$ cat src/rtl/fifo_pkg.sv
// Shared defaults and lane helpers for the FIFO word packer.
package fifo_pkg;

  localparam int DEF_DWIDTH = 4;
  localparam int DEF_RATIO  = 4;

  function automatic int lane_sel(input int cnt, input int dw);
    return cnt * dw;
  endfunction

endpackage

$ cat src/rtl/fifo_out_slice.sv
// One-entry valid/ready holding register for packed output words.
module fifo_out_slice #(
  parameter int OWIDTH = 16
) (
  input  logic              clk,
  input  logic              rst,
  input  logic              load,
  input  logic [OWIDTH-1:0] load_data,
  input  logic              out_ready,
  output logic              out_free,
  output logic              out_valid,
  output logic [OWIDTH-1:0] out_data
);

  assign out_free = !out_valid || out_ready;

  always_ff @(posedge clk or posedge rst) begin
    if (rst) begin
      out_valid <= 1'b0;
      out_data  <= '0;
    end else if (load) begin
      out_valid <= 1'b1;
      out_data  <= load_data;
    end else if (out_ready) begin
      out_valid <= 1'b0;
    end
  end

endmodule

$ cat src/rtl/fifo_word_packer.sv
// Drains a registered-read FIFO and packs RATIO entries LSB-first per word.
module fifo_word_packer
  import fifo_pkg::*;
#(
  parameter int DWIDTH = DEF_DWIDTH,
  parameter int RATIO  = DEF_RATIO,
  localparam int OWIDTH = DWIDTH * RATIO
) (
  input  logic              clk,
  input  logic              rst,
  input  logic              fifo_empty,
  output logic              fifo_rd_en,
  input  logic [DWIDTH-1:0] fifo_data,
  input  logic              flush,
  output logic              out_valid,
  input  logic              out_ready,
  output logic [OWIDTH-1:0] out_data,
  output logic              busy
);

  localparam int CW = $clog2(RATIO + 1);

  logic [CW-1:0]     cnt;
  logic              pending;
  logic [OWIDTH-1:0] pack;
  logic [OWIDTH-1:0] pack_cur;
  logic [CW:0]       fill;
  logic              word_done;
  logic              out_free;
  logic              load;

  // Count the in-flight read so we never pop more entries than lanes left.
  assign fill = {1'b0, cnt} + (CW+1)'(pending);

  assign fifo_rd_en = !rst && !fifo_empty && !flush
                    && (fill < (CW+1)'(RATIO));

  always_comb begin
    pack_cur = pack;
    for (int i = 0; i < RATIO; i++) begin
      if (pending && cnt == CW'(i))
        pack_cur[lane_sel(i, DWIDTH) +: DWIDTH] = fifo_data;
    end
  end

  assign word_done = (pending && cnt == CW'(RATIO - 1))
                   || cnt == CW'(RATIO);
  assign load = word_done && out_free && !flush;

  always_ff @(posedge clk or posedge rst) begin
    if (rst) begin
      cnt     <= '0;
      pending <= 1'b0;
      pack    <= '0;
    end else begin
      pending <= fifo_rd_en;
      if (flush || load) begin
        cnt  <= '0;
        pack <= '0;
      end else if (pending) begin
        cnt  <= cnt + CW'(1);
        pack <= pack_cur;
      end
    end
  end

  fifo_out_slice #(
    .OWIDTH(OWIDTH)
  ) u_slice (
    .clk      (clk),
    .rst      (rst),
    .load     (load),
    .load_data(pack_cur),
    .out_ready(out_ready),
    .out_free (out_free),
    .out_valid(out_valid),
    .out_data (out_data)
  );

  assign busy = (cnt != '0) || pending || out_valid;

endmodule

$ cat config.mk
export PLATFORM = sky130hd
export DESIGN_NAME = fifo_word_packer
export DESIGN_NICKNAME = d
export VERILOG_FILES = /design/src/rtl/fifo_pkg.sv /design/src/rtl/fifo_out_slice.sv /design/src/rtl/fifo_word_packer.sv
export SDC_FILE = /design/constraint.sdc
export NUM_CORES = 1
export LEC_CHECK = 0
export ABC_AREA = 1
export BUFFER_PORTS_ARGS = -buffer_cell sky130_fd_sc_hd__buf_4
export CORE_ASPECT_RATIO = 0.9
export CORE_MARGIN = 4
export CORE_UTILIZATION = 35
export DETAILED_ROUTE_END_ITERATION = 10
export HOLD_SLACK_MARGIN = 0.12
export PLACE_DENSITY = 0.5
export SLEW_MARGIN = 20
export SYNTH_ARGS = -nofsm -noshare
export SYNTH_HDL_FRONTEND = slang
export SYNTH_SLANG_ARGS = --single-unit
$ cat constraint.sdc
create_clock -name clk -period 2.2 [get_ports clk]
set_clock_uncertainty 0.15 [all_clocks]
set_input_delay 0.33 -clock clk [delete_from_list [all_inputs] [get_ports clk]]
set_output_delay 0.33 -clock clk [all_outputs]
set_load 0.05 [all_outputs]
### Word-level counts from Yosys, hierarchy flattened

Index checks and enable logic that the tools add are counted.

* output and inout port bits: 19
* memory bits (writable): 0
* bits in registers: 37
* input port bits: 9
* logic and storage cells: 44
* ROM bits: 0
* memories kept: 0
* latch bits: 0

* magnitude comparators: 1
* divide/modulo/power cells: 0
* add/sub/neg operators: 2
* eq/ne operators: 4
* mux-type cells: 10
* bitwise gates (word level): 0
* shift-type cells: 0
* reductions and logical operators: 22
* multiply operators: 0

Operators by type and width (number)
* 16-bit 2-to-1 mux: 2
* 4-bit 2-to-1 mux: 4
* 1-bit logical AND: 9
* 3-bit by 2-bit equality test with 1-bit output, second input constant: 2
* 3-bit 2-to-1 mux: 2
* 1-bit logical OR: 5
* 3-bit by 1-bit adder with 4-bit output: 1
* 1-bit zero test: 4
* 4-bit by 3-bit less-than comparator with 1-bit output, second input constant: 1
* 2-bit nonzero test: 2
* 3-bit by 1-bit adder with 3-bit output, second input constant: 1
* 3-bit by 1-bit equality test with 1-bit output, second input constant: 1
* 3-bit equality test, second input constant: 1
* 3-bit zero test: 1
* 3-bit nonzero test: 1
* 1-bit 2-to-1 mux: 2

### Depth between registers and ports, before layout

Gate-level depths: netlist of run 1.

* depth in word-level cells: 7
* gate-level depth with buffers: 10
* mapped depth without buffers: 8

### Cells and area by module

From an unflattened synthesis of run 1, not the netlist that was laid out.

* cell total of the unflattened synthesis: 229
* area total of the unflattened synthesis: 1805.5 µm²

By module, submodules not included
* fifo_word_packer: cells each 156, times used 1, area each 1126.1 µm², seq. area each 500.5 µm²
* fifo_out_slice: cells each 73, times used 1, area each 679.4 µm², seq. area each 425.4 µm²

### Worst setup path before layout of run 1

No wires, ideal clock.

* kind: register -> output
* from: register cnt[2]
* to: output fifo_rd_en
* cell stages (with the launch flop): 5
* setup slack: 125 ps
* data required time: 1720 ps
* path buffers: 1
* arrival time: 1595 ps
* cell sequence: dfrtp_1 > inv_2 > buf_2 > nand3_1 > a31oi_1

* word-level cells in the longest chain between the ends: 3

RTL lines
* start, declared: line fifo_word_packer.sv:23 `logic [CW-1:0] cnt;`
* start signal, assigned: line fifo_word_packer.sv:61 `cnt <= cnt + CW'(1);`
* 3-bit by 1-bit adder with 4-bit output: line fifo_word_packer.sv:33 `assign fill = {1'b0, cnt} + (CW+1)'(pending);`
* 4-bit by 3-bit less-than comparator with 1-bit output: line fifo_word_packer.sv:36 `&& (fill < (CW+1)'(RATIO));`
* 1-bit logical AND: line fifo_word_packer.sv:36
* end, declared: line fifo_word_packer.sv:12 `output logic fifo_rd_en,`

No other way between the ends.

### Worst setup path after layout of run 1

* from: register cnt[0]
* to: output busy

* word-level cells in the longest chain between the ends: 3

RTL lines
* 3-bit nonzero test: line fifo_word_packer.sv:80 `assign busy = (cnt != '0) || pending || out_valid;`
* 1-bit logical OR (2 in series): line fifo_word_packer.sv:80
* end, declared: line fifo_word_packer.sv:18 `output logic busy`

No other way between the ends.

==> out/results.tsv, run 1 <==
stage	metric	value	unit
synth	Synth Flop Type	dfrtp_1	
final_layout	Final #Nets	233	
min_path	Hold Crit Start	fifo_empty	
clock_tree	postcts setup bufs	0	
global_routing	largest net degree at the start of global routing	38	
final_layout	post-layout util	0.4489	
synth	FF+latch count, synth	37	
worst_setup_path	Required @ worst endpoint	1.72	ns
sta	Worst Tran Pin Value	0.4602	ns
drt	WL/cell	12.95	um
clock_tree	Worst-path clk slew	0.07	ns
sta	Final period util	0.9514	
min_path	Worst Hold Class	primary input to register	
worst_setup_path	r2r setup slk	0.38	ns
power_and_ir_drop	Max VDD drop	0.3197	mV
synth	Syn. warnings	0	
placement	HPWL reported at the end of detailed placement	2636	um
synth	Post-Syn Area per Cell	8.778	um2
final_layout	FF+latch area	925.9	um2
worst_setup_path	Worst Reg-to-Reg Cells	8	
synth	adder-cell share of the synthesized area	0.03791	
clock_tree	H-tree Lvls	2	
min_path	worst hold endpoint	pending	
sta	slew margin rel.	0.6932	
floorplanning	row cnt	23	
floorplanning	Core ar.	4518	um2
worst_setup_path	crit path DAT	1.61	ns
synth	Net Count, Synth	202	
drt	DRT Pass-1 Iters	4	
worst_setup_path	CP Buf/Inv Count	2	
power_and_ir_drop	Power Dens Cells	685.2	nW/um2
sta	Hold Vio Cnt, Final	0	
floorplanning	die area	5879	um2
synth	Synth top cells by count	nand2_1 (73), dfrtp_1 (37), a21oi_1 (13)	
clock_tree	clock sink total	37	
sta	fin. max-slew vios	0	
drt	drt initial violations	51	
final_layout	area of the multi-input gates	661.9	um2
placement	Placer Congestion	0.7211	
worst_setup_path	CP endpoint kind	primary output	
synth	Post-Synth XOR/XNOR Area	0.005307	
global_routing	total gr overflow	0	
worst_setup_path	critical path fanouts, max	7	
drt	remaining routing DRC violations	0	
sta	Final TNS setup	0	ns
power_and_ir_drop	Static Leakage	1.090	nW
synth	Post-Synthesis Cells	188	
synth	Synth Area in Compound Gates	0.07051	
sta	fin crit period	2.093	ns
worst_setup_path	slowest stage cell, crit path	dfrtp_1	
worst_setup_path	R2R Path Start	cnt[2]	
worst_setup_path	slowest stage delay, CP	0.44	ns
synth	synthesized area	1650	um2
final_layout	area grow syn2layout	22.90	%
drt	Routed Antenna Nets	0	
placement	placed insts	273	
worst_setup_path	crit start category	register	
final_layout	layout cell share with drive strength beyond 1	0.2009	
synth	post-synth top area share	0.5610	
synth	multiplexer share of the synthesized area	0	
synth	Post-Synth Simple-Gate Area	0.2760	
drt	vias per cell	4.683	
global_routing	initial antenna violation count	0	
synth	Synth area leader	dfrtp_1	
drt	via count	1316	
sta	RSZ-0062 raised after global routing	false	
global_routing	GR Util All Layers	0.1386	
final_layout	# fillers	475	
run_status	outcome	complete, no violations	
worst_setup_path	R2R Path End	u_slice.out_data[5]	
clock_tree	CTS tree	yes	
floorplanning	Die X	80.38	um
synth	Seq/Total Area, Yosys	0.5610	
floorplanning	IO Count	28	
sta	Max Clock Freq	477.7	MHz
min_path	hold depth	4	
synth	main area contributors after synthesis	dfrtp_1 (56%), nand2_1 (17%), nand4_1 (4.5%)	
drt	total wire length	3640	um
clock_tree	Clock Tree Root	clkbuf_8	
synth	Synth async-reset ratio	1.000	
worst_setup_path	delay-heaviest family, CP	flip-flops	
floorplanning	Die H	73.15	um
global_routing	vias in the first global route	1307	
clock_tree	worst skew pair latency	0.27	ns
synth	Synth cell types	20	
power_and_ir_drop	Tot Pwr	1.390	mW
final_layout	Layout Cells excl Fill	281	
placement	Port Buf Inserts	27	
floorplanning	Initial Util	0.3653	
final_layout	antenna diode count	0	
synth	most common cell in the netlist	nand2_1	
worst_setup_path	CP Cell Sequence	inv_1, ha_4, nand2_1, or3_1, buf_4	
worst_setup_path	Worst Path Class, Setup	register to primary output	
synth	number of synthesized flops with an enable pin	0	
clock_tree	Max clock buf depth	2	
job	max cap viols	0	
sta	setup violators final	0	
global_routing	first-pass GRT wire length	6210	um
synth	largest family of logic cells by synthesized area	simple AND/OR/NAND/NOR gates	
clock_tree	total CTS buffers	5	
[per-stage QoR]
| stage | hold WS (ns) | instance area (um2) | worst slack, ns |
|---|---|---|---|
| after floorplan | 0.3274 | 1650 | 0.1246 |
| after global placement | 0.3160 | 1909 | 0.3696 |
| after detailed placement | 0.3168 | 1909 | 0.3321 |
| after CTS | 0.1635 | 2006 | 0.02331 |
| after global routing | 0.2034 | 2028 | 0.005772 |
| final | 0.1752 | 2028 | 0.1068 |
[worst max path at each step]
| stage | end | cells after the start | slack, ns | startpoint |
|---|---|---|---|---|
| after global routing | fifo_rd_en | 6 | 0.006 | rst |
| final | busy | 5 | 0.11 | cnt[0] |
| after CTS | busy | 5 | 0.02 | cnt[0] |
| after floorplan | fifo_rd_en | 4 | 0.12 | cnt[2] |
| after global placement | busy | 5 | 0.37 | cnt[0] |
| after detailed placement | busy | 5 | 0.33 | cnt[0] |
[cell families after synthesis]
group / count (synthesis)
xor+xnor: 1
fa+ha+maj: 5
simple gates: 105
buf+inv: 17
flops: 37
compound gates: 23
[where the power goes]
| group | internal [mW] | switching (mW) | leakage (nW) |
|---|---|---|---|
| Combinational | 0.0628 | 0.150 | 0.533 |
| Clock | 0.248 | 0.214 | 0.0443 |
| Sequential | 0.702 | 0.0131 | 0.513 |
[sequential cells by signal (all words and copies together), names as in the netlist]
name	cells
cnt	3
pack	16
pending	1
u_slice.out_data	16
u_slice.out_valid	1
[layer usage]
metal	vias to the layer above	track usage	routed length (um)
met5	-	0	0
met4	0	0.04315	45
met3	4	0.03827	120
met2	18	0.2224	1707
met1	622	0.1827	1766
li1	672	-	-
[cells in the final DEF, fill, tap and decap left out, drive strengths merged, types with 5 or more instances in the layout]
| cell type | netlist | layout |
|---|---|---|
| a21oi | 13 | 13 |
| o21ai | 9 | 9 |
| clkbuf | 0 | 7 |
| ha | 5 | 5 |
| buf | 7 | 30 |
| nand4 | 12 | 12 |
| dfrtp | 37 | 37 |
| nand3 | 5 | 5 |
| inv | 10 | 10 |
| nand2 | 77 | 77 |
| nor2 | 10 | 10 |
[worst register-to-register path: stages, from the launching register on]
cell,delay [ns]
dfrtp_1,0.41
inv_2,0.23
ha_1,0.21
nand2_2,0.12
nand2_2,0.11
nand2_2,0.09
nor2_4,0.25
nand2_1,0.11
nand2_1,0.07
[layout make-up]
type                    instances  area share
flip-flops and latches         37      0.4565
multi-input cells             134      0.3263
repair buffers                 31      0.1178
clock buffers                   7     0.04257
well taps                      62     0.03825
inverters                      10     0.01851
[what timing repair did]
action,CTS,global route
endpoints found under the setup margin,0,2
hold buffers,1,0
hold endpoints to repair,37,0
resized for setup,0,4
(Power assumes the default switching activity.)
==> run 2: changes to the inputs <==
BUFFER_PORTS_ARGS = default   (was -buffer_cell sky130_fd_sc_hd__buf_4)
DONT_BUFFER_PORTS = 1   (was default)
PLACE_DENSITY = 0.45   (was 0.5)
==> run 2 against run 1 <==
Effect of this change:
- utilization decreased by 1.9 points
- critical path depth down 1
- setup slack lost 0.0021 ns
- register-to-register slack worse by 0.06 ns
- routed wire length rose by 2.0%
- cell area shrank 4.3%
- clock power increased by 30%
- die area stayed put
- total power grew 7.8%
- maximum frequency is 0.10% lower
- final cell count is 5.7% lower
- flip-flop and latch count unchanged
- largest cell class unchanged
==> out/results.tsv, run 2 (same netlist as run 1, synthesis figures left out) <==
stage	metric	value	unit
run_status	outcome	complete, no violations	
floorplanning	Initial Util	0.3653	
sta	RSZ-0062 raised after global routing	false	
global_routing	vias in the first global route	1316	
floorplanning	Die H	73.15	um
power_and_ir_drop	Sw Pwr	0.3856	mW
drt	drt initial violations	59	
sta	Final period util	0.9524	
floorplanning	die area	5879	um2
worst_setup_path	delay-heaviest family, CP	simple AND/OR/NAND/NOR gates	
sta	Final TNS setup	0	ns
worst_setup_path	R2R Path End	u_slice.out_data[15]	
global_routing	grt met1 use	0.2014	
global_routing	largest net degree at the start of global routing	22	
sta	fin. max-slew vios	0	
drt	via count	1264	
drt	remaining routing DRC violations	0	
power_and_ir_drop	sw frac	0.2574	
placement	Port Buf Inserts	0	
placement	placed insts	250	
clock_tree	worst skew pair latency	0.29	ns
final_layout	post-layout util	0.4295	
final_layout	most common cell after layout, fill and taps aside	nand2_1	
final_layout	Finished Cell Area	1941	um2
placement	placed cell area	1749	um2
global_routing	gr busiest metal	met2	
power_and_ir_drop	Max VDD drop	0.3276	mV
sta	Max Clock Freq	477.3	MHz
job	max cap viols	0	
placement	Placer Congestion	0.7720	
power_and_ir_drop	Int Pwr	1.112	mW
worst_setup_path	Worst Reg-to-Reg Cells	8	
floorplanning	Die X	80.38	um
final_layout	# fillers	453	
power_and_ir_drop	clock share of power	0.400	
worst_setup_path	CP Buf/Inv Count	1	
sta	setup violators final	0	
clock_tree	postcts setup bufs	0	
worst_setup_path	CP Cell Sequence	inv_1, ha_1, nand2_1, or3_4	
min_path	Hold Crit Start	fifo_data[2]	
global_routing	GR Util All Layers	0.1444	
min_path	hold depth	2	
sta	slew margin rel.	0.6657	
floorplanning	row cnt	23	
clock_tree	H-tree Lvls	2	
worst_setup_path	CP endpoint kind	primary output	
global_routing	met3 Use GR	0.03580	
worst_setup_path	r2r setup slk	0.32	ns
global_routing	initial antenna violation count	0	
final_layout	area grow syn2layout	17.59	%
drt	DRT Pass-1 Iters	4	
clock_tree	clock sink total	37	
placement	HPWL reported at the end of detailed placement	2708	um
power_and_ir_drop	Power Dens Cells	771.8	nW/um2
worst_setup_path	critical path fanouts, max	7	
clock_tree	Worst-path clk slew	0.07	ns
min_path	Worst Hold Class	primary input to register	
clock_tree	Clock Tree Root	clkbuf_8	
sta	Hold Vio Cnt, Final	0	
global_routing	first-pass GRT wire length	6506	um
clock_tree	Max clock buf depth	2	
power_and_ir_drop	Comb pwr share	0.086	
sta	worst setup margin	0.1047	ns
sta	hold slack	0.1277	ns
worst_setup_path	slowest stage cell, crit path	dfrtp_1	
floorplanning	Core ar.	4518	um2
power_and_ir_drop	Tot Pwr	1.498	mW
placement	DP Worst Slack	0.3054	ns
final_layout	commonest non-fill, non-tap cells in the layout	nand2_1 (73), dfrtp_1 (37), a21oi_1 (13)	
worst_setup_path	crit start category	register	
final_layout	antenna diode count	0	
drt	total wire length	3714	um
clock_tree	total CTS buffers	5	
min_path	worst hold endpoint	pack[6]	
drt	WL/cell	14.02	um
sta	Worst Tran Pin Value	0.5015	ns
worst_setup_path	Worst Path Class, Setup	register to primary output	
drt	vias per cell	4.770	
worst_setup_path	R2R Path Start	cnt[0]	
global_routing	met2 Use GR	0.2243	
worst_setup_path	slowest stage delay, CP	0.44	ns
power_and_ir_drop	Seq pwr share	0.514	
drt	Routed Antenna Nets	0	
worst_setup_path	Required @ worst endpoint	1.72	ns
floorplanning	IO Count	28	
final_layout	Final #Nets	216	
final_layout	layout cell share with drive strength beyond 1	0.1034	
final_layout	top flop regs	pack (16), u_slice.out_data (16), cnt (3)	
worst_setup_path	crit path DAT	1.62	ns
sta	fin crit period	2.095	ns
clock_tree	CTS tree	yes	
final_layout	Layout Cells excl Fill	265	
global_routing	total gr overflow	0	
power_and_ir_drop	Static Leakage	1.011	nW
## run 2: area by class of cell
type                       instances  area [um2]  area share
sequential                        37       925.9      0.4771
tap                               62       77.57     0.03997
inverter                          10       37.54     0.01934
timing repair buffer              14       135.1     0.06963
clock buffer                       7       86.33     0.04449
clock inverter                     1       30.03     0.01547
multi-input combinational        134       648.1      0.3340
## run 2: routing by layer
layer  share of wire  routed length, um
met5               0                  0
met4           0.013                 48
met3           0.040                149
met2            0.47               1753
met1            0.47               1763
## run 2: how the worst max path moves through the flow
stage	start	end	slack, ns	cells past startpoint
floorplan	cnt[2]	fifo_rd_en	0.12	4
global placement	cnt[0]	busy	0.34	4
detailed placement	cnt[0]	busy	0.31	4
CTS	cnt[0]	busy	0.1	4
global route	cnt[1]	busy	0.003	4
finish	cnt[0]	busy	0.10	4
## run 2: power by group through the flow
stage          clock network [mW]  logic (mW)  registers, mW
6_report                    0.599       0.129          0.770
5_1_grt                     0.642       0.146          0.773
4_1_cts                     0.616       0.132          0.770
3_5_place_dp                    0       0.115          0.784
3_3_place_gp                    0       0.113          0.783
2_1_floorplan                   0      0.0862          0.783
## run 2: repair_timing
item	CTS	global route
gates resized for setup	1	0
endpoints found under the hold margin	61	0
hold buffers	7	0
setup endpoints to repair	1	0
